[src/rtl/fetch_redirect_arbiter.sv]
// rtl/fetch_redirect_arbiter.sv - fixed-priority PC redirect arbiter with fetch epoch and drop counter
module fetch_redirect_arbiter #(
    parameter int PC_BITS    = 32,
    parameter int EPOCH_BITS = 3,
    parameter int DROP_BITS  = 8
) (
    input  logic                  clk,
    input  logic                  rst_n,
    input  logic                  flush_valid_i,
    input  logic [PC_BITS-1:0]    flush_pc_i,
    input  logic                  mispred_valid_i,
    input  logic [PC_BITS-1:0]    mispred_pc_i,
    input  logic                  invinstr_valid_i,
    input  logic [PC_BITS-1:0]    invinstr_pc_i,
    input  logic                  ret_valid_i,
    input  logic [PC_BITS-1:0]    ret_pc_i,
    input  logic                  fetch_idle_i,
    output logic                  redir_valid_o,
    output logic [PC_BITS-1:0]    redir_pc_o,
    output logic [1:0]            redir_src_o,
    output logic                  fetch_hold_o,
    output logic [EPOCH_BITS-1:0] epoch_o,
    output logic [DROP_BITS-1:0]  drop_cnt_o
);

    typedef enum logic {
        S_IDLE    = 1'b0,
        S_PENDING = 1'b1
    } state_t;

    state_t               state;
    logic [PC_BITS-1:0]   pend_pc;
    logic [1:0]           pend_src;

    logic                 in_valid;
    logic [PC_BITS-1:0]   in_pc;
    logic [1:0]           in_src;
    logic [2:0]           n_valid;
    logic [2:0]           drops;
    logic                 take_in;
    logic                 drop_in;
    logic                 issue;
    logic [DROP_BITS:0]   drop_sum;

    localparam logic [DROP_BITS:0] DROP_MAX = {1'b0, {DROP_BITS{1'b1}}};

    always_comb begin
        in_valid = 1'b1;
        in_pc    = '0;
        in_src   = 2'd0;
        if (flush_valid_i) begin
            in_pc  = flush_pc_i;
            in_src = 2'd3;
        end else if (mispred_valid_i) begin
            in_pc  = mispred_pc_i;
            in_src = 2'd2;
        end else if (invinstr_valid_i) begin
            in_pc  = invinstr_pc_i;
            in_src = 2'd1;
        end else if (ret_valid_i) begin
            in_pc  = ret_pc_i;
            in_src = 2'd0;
        end else begin
            in_valid = 1'b0;
        end
    end

    assign issue = (state == S_PENDING) && fetch_idle_i;

    // Replacement of an older pending redirect is not a drop; only rejected
    // incoming requests and same-cycle losers are counted.
    always_comb begin
        take_in = 1'b0;
        drop_in = 1'b0;
        if (state == S_IDLE) begin
            take_in = in_valid;
        end else if (!fetch_idle_i) begin
            if (in_valid && ((in_src > pend_src) || (in_src == 2'd3 && pend_src == 2'd3)))
                take_in = 1'b1;
            else
                drop_in = in_valid;
        end else begin
            take_in = in_valid && (in_src >= pend_src);
            drop_in = in_valid && (in_src < pend_src);
        end
    end

    assign n_valid  = {2'b00, flush_valid_i} + {2'b00, mispred_valid_i}
                    + {2'b00, invinstr_valid_i} + {2'b00, ret_valid_i};
    assign drops    = (in_valid ? n_valid - 3'd1 : 3'd0) + {2'b00, drop_in};
    assign drop_sum = {1'b0, drop_cnt_o} + {{(DROP_BITS-2){1'b0}}, drops};

    always_ff @(posedge clk or negedge rst_n) begin
        if (!rst_n) begin
            state      <= S_IDLE;
            pend_pc    <= '0;
            pend_src   <= 2'd0;
            epoch_o    <= '0;
            drop_cnt_o <= '0;
        end else begin
            if (take_in) begin
                state    <= S_PENDING;
                pend_pc  <= in_pc;
                pend_src <= in_src;
            end else if (issue) begin
                state    <= S_IDLE;
                pend_pc  <= '0;
                pend_src <= 2'd0;
            end
            if (issue)
                epoch_o <= epoch_o + 1'b1;
            if (drop_sum > DROP_MAX)
                drop_cnt_o <= {DROP_BITS{1'b1}};
            else
                drop_cnt_o <= drop_sum[DROP_BITS-1:0];
        end
    end

    // pend_pc/pend_src are cleared on return to idle, so they drive outputs directly.
    assign fetch_hold_o  = (state == S_PENDING);
    assign redir_valid_o = (state == S_PENDING) && fetch_idle_i;
    assign redir_pc_o    = pend_pc;
    assign redir_src_o   = pend_src;

endmodule

[config.mk]
export PLATFORM = sky130hd
export DESIGN_NAME = fetch_redirect_arbiter
export DESIGN_NICKNAME = d
export VERILOG_FILES = /design/src/rtl/fetch_redirect_arbiter.sv
export SDC_FILE = /design/constraint.sdc
export NUM_CORES = 1
export LEC_CHECK = 0
export BUFFER_PORTS_ARGS = -buffer_cell sky130_fd_sc_hd__buf_2
export CORE_UTILIZATION = 39
export CTS_CLUSTER_SIZE = 30
export DETAILED_ROUTE_END_ITERATION = 8
export GPL_ROUTABILITY_DRIVEN = 0
export PLACE_DENSITY_LB_ADDON = 0.08
export SYNTH_ARGS = -nofsm -noshare
export SYNTH_HDL_FRONTEND = slang
export SYNTH_SLANG_ARGS = --single-unit
[constraint.sdc]
create_clock -name clk -period 3.16 [get_ports clk]
set_clock_uncertainty 0.15 [all_clocks]
set_input_delay 0 -clock clk [delete_from_list [all_inputs] [get_ports clk]]
set_output_delay 0 -clock clk [all_outputs]
set_load 0.01 [all_outputs]
==> metrics.log <==
INFO  metric crit_path_end_kind = register
INFO  metric synth_cell_types = 37
INFO  metric dpl.hpwl = roughly 6500 um
INFO  metric drive_above_1_share = ~39%
INFO  metric timing.critical_path.max_delay_family = adder cells
INFO  metric htree_num_levels = 2
INFO  metric synth.yosys.seq_area_share = 39.4%
INFO  metric crit-reg2reg-capture = drop_cnt_o[7]$_DFF_PN0_
INFO  metric first_global_vias = 3115
INFO  metric hold_class = in -> reg
INFO  metric largest_cells_by_area_after_synthesis = sky130_fd_sc_hd__dfrtp_1 39%, sky130_fd_sc_hd__a221o_1 11%, sky130_fd_sc_hd__mux2i_1 11%, sky130_fd_sc_hd__o221ai_1 9.6%, sky130_fd_sc_hd__nand2_1 6.0%
INFO  metric reg2reg_depth = 13
INFO  metric synth_flop_cell = sky130_fd_sc_hd__dfrtp_1
INFO  metric postLayoutSetupSlackWorst = 0.143 ns
INFO  metric clock_tree.root_cell = sky130_fd_sc_hd__clkbuf_8
INFO  metric firstDrtPassIters = 5
INFO  metric final-hold-violation-count = 0
INFO  metric clock_latency_of_the_later_clocked_register_in_the_worst_skew_pair = 0.29 ns
INFO  metric p_per_area = between 600 and 700 nW/um2
INFO  metric wl = roughly 10000 um
INFO  metric critical_path.max_fanout = 4
INFO  metric route.detailed.drc = 0
INFO  metric detailedPlace.worstSlack = 0.000544 ns
INFO  metric synthArstFlopShare = between 90% and 100%
INFO  metric final-setup-viol-count = 0
INFO  metric synthesized_area_per_cell = a little over 10 um2
INFO  metric max_cap_viol_count = 0
INFO  metric dr_total_vias = roughly 3400
INFO  metric clock_sinks = 46
INFO  metric std_cell_core_area = slightly above 7000 um2
INFO  metric numCtsBuffers = 5
INFO  metric cells_after_synth = about 290
INFO  metric worst_path_max_delay_cell = sky130_fd_sc_hd__dlygate4sd3_1
INFO  metric timing.max_slew.rel_slack = a little under a third
INFO  metric wl_per_cell = around 16 um
INFO  metric fmaxAchievable = about 330 MHz
INFO  metric fp.dieW = 88.6 um
INFO  metric start_util = a little over 40%
INFO  metric synth_top_area_cell = sky130_fd_sc_hd__dfrtp_1
INFO  metric postSynthNetCount = 432
INFO  metric post_drt_via_cell_ratio = roughly 5.4
INFO  metric most_frequent_cell_on_the_critical_path = sky130_fd_sc_hd__ha_1
INFO  metric yosys_register_bits = 46
INFO  metric crit_required = 3.20 ns
INFO  metric placed_cell_area = approximately 4000 um2
INFO  metric final_period_minus_worst_setup_slack = a little over 3 ns
INFO  metric antenna_found_initial = 1
INFO  metric hold_end = redir_src_o[0]$_DFFE_PN0P_
INFO  metric setup.worst_path.start_class = input port
INFO  metric critPathMaxStageDelay = ~0.56 ns
INFO  metric fp.dieArea = a little under 8000 um2
INFO  metric timing.critical_path.arrival = approximately 3.1 ns
INFO  metric synth.top_cells.by_count = 47 x sky130_fd_sc_hd__nand2_1, 46 x sky130_fd_sc_hd__dfrtp_1, 32 x sky130_fd_sc_hd__a221o_1, 32 x sky130_fd_sc_hd__mux2i_1, 32 x sky130_fd_sc_hd__o221ai_1
INFO  metric cts_tree = built
INFO  metric final_nets = between 600 and 700
INFO  metric ir_drop = just over 500 uV
INFO  metric yosys.area.top_type_share = approximately two fifths
INFO  metric global_route.usage.total = a little under a quarter
INFO  metric ctsLongestPathBuffers = 2
INFO  metric insertedDiodeCount = 0
INFO  metric final_std_cell_area_no_fill = between 4000 and 5000 um2
INFO  metric syn2layout_area_growth = 60.2%
INFO  metric worstReg2RegStart = redir_src_o[1]$_DFFE_PN0P_
INFO  metric die_height = ~90 um
INFO  metric post-route-period-util = between 90% and 100%
INFO  metric timing.setup.critical_path_class = in -> reg
INFO  metric worst_pin_slew = 1.04 ns
INFO  metric synth_most_common_cell = sky130_fd_sc_hd__nand2_1
INFO  metric std_cell_rows = 31
INFO  metric numPortBuffers = ~180
INFO  metric initial_drc_count = between 100 and 150
INFO  metric sum_of_buffers_and_inverters_on_the_critical_path = 2
INFO  metric route.antenna.remaining_nets = 0
INFO  metric min_from = invinstr_valid_i
INFO  metric ys.warnings.count = 0
INFO  metric grt-ovfl-total = 0
INFO  metric grt_first_pass_wirelength = about 14000 um
INFO  metric synth-edff-count = 0
INFO  metric grt_start_max_net_pins = 47
INFO  metric synth_area = between 2000 and 3000 um2
INFO  metric run_status = finished clean
INFO  metric worst_hold_stages = 3
INFO  metric slew_violations = 0
INFO  metric power.leakage = 2.37 nW
INFO  metric worstPathCellList = buf_2 -> dlygate4sd3_1 -> a21oi_1 -> ha_1 -> nand2_1 -> o21ai_2 -> a31oi_1 -> nor2_1 -> ha_1 -> ha_1 -> ha_1 -> a21o_1 -> a21oi_4 -> and3b_1 -> o21a_1
INFO  metric clk_transition_reported_paths = about 0.080 ns
INFO  metric post_cts.repair.setup_buffers = 0
INFO  metric io_pins = approximately 180
INFO  metric timing.reg2reg.setup_slack = around 0.16 ns
## sequential cells by signal, indices dropped and copies added (netlist names)
| register | count |
|---|---|
| epoch_o | 3 |
| fetch_hold_o | 1 |
| redir_src_o | 2 |
| drop_cnt_o | 8 |
| redir_pc_o | 32 |
## power breakdown
group	total, W	internal [W]	switching [W]
Combinational	0.00180	0.000863	0.000933
Clock	0.000371	0.000177	0.000194
Sequential	0.00107	0.000891	0.000183
## worst max path at each step
| stage | start | cells past startpoint | endpoint |
|---|---|---|---|
| floorplan | mispred_valid_i | 15 | drop_cnt_o[7]$_DFF_PN0_ |
| global placement | redir_src_o[1]$_DFFE_PN0P_ | 13 | drop_cnt_o[7]$_DFF_PN0_ |
| detailed placement | redir_src_o[1]$_DFFE_PN0P_ | 13 | drop_cnt_o[7]$_DFF_PN0_ |
| CTS | redir_src_o[1]$_DFFE_PN0P_ | 13 | drop_cnt_o[7]$_DFF_PN0_ |
| global route | flush_valid_i | 15 | drop_cnt_o[7]$_DFF_PN0_ |
| finish | flush_valid_i | 15 | drop_cnt_o[7]$_DFF_PN0_ |
## final cells by class
class	instances	area (um2)
clock buffer	7	86.3
clock inverter	1	5.00
fill	633	2570
inverter	13	48.8
multi-input combinational	203	1620
sequential	46	1150
tap	99	124
timing repair buffer	258	1650
## timing repair
action,4_1_cts,5_1_grt
endpoints found under the setup margin,1,8
pin swaps,0,0
endpoints found under the hold margin,79,0
hold buffers,66,0
gates resized for setup,1,4
## stage by stage
| stage | std cells | total power (W) | hold slack [ns] | TNS (ns) | util (%) |
|---|---|---|---|---|---|
| detailed placement | 553 | 0.00276 | 0.103 | 0 | 53.9 |
| floorplan | 285 | 0.00218 | -0.446 | 0 | - |
| global route | 627 | 0.00351 | 0.0833 | -0.00676 | 64.5 |
| global placement | 553 | 0.00272 | 0.0904 | 0 | 53.9 |
| CTS | 627 | 0.00323 | 0.0441 | 0 | 64.3 |
| finish | 627 | 0.00324 | 0.0189 | 0 | 64.5 |
## placed cells by master, fill, tap and decap left out, drive strengths merged
master       synthesis  final
a21o                 2      2
a21oi                5      5
a221o               32     32
a22oi                1      1
a31oi                2      2
and2b                1      1
and3                 3      3
and3b                1      1
and4b                1      1
buf                  8    192
clkbuf              15      7
clkinv               2      3
dfrtp               46     46
dlygate4sd3          0     66
fa                   2      2
ha                  10     10
inv                 11     11
mux2                 1      1
mux2i               32     32
nand2               47     47
nand2b               1      1
nand3                3      3
nand4b               1      1
nor2                 6      6
nor2b                3      3
nor3                 3      3
o211ai               1      1
o21a                 2      2
o21ai                2      2
o221ai              32     32
o22ai                2      2
o31ai                1      1
or3                  1      1
xnor2                3      3
xor2                 2      2
## tightest hold or removal path, cell delays in order
cell                      delay, ns
sky130_fd_sc_hd__buf_2         0.12
sky130_fd_sc_hd__a21oi_1       0.10
sky130_fd_sc_hd__o22ai_1       0.19
## per-layer routing
| layer | global-route usage [%] | part of all wire, % | vias up |
|---|---|---|---|
| li1 | - | - | 1589 |
| met1 | 28.4 | 41 | 1580 |
| met2 | 42.7 | 51 | 162 |
| met3 | 4.38 | 6.1 | 26 |
| met4 | 8.94 | 2.4 | 2 |
| met5 | 0 | 0.11 | - |
## cells by family after synthesis
family                     after synthesis  synth area share (%)
AOI/OAI and AO/OA                       82                  25.3
xor gates and xnor gates                 5                  1.50
adders and majority gates               12                  5.65
buffers and inverters                   36                  5.95
DFF                                     46                  39.4
muxes                                   33                  11.3
and+or+nand+nor                         71                  10.8
(Power assumes the default switching activity.)
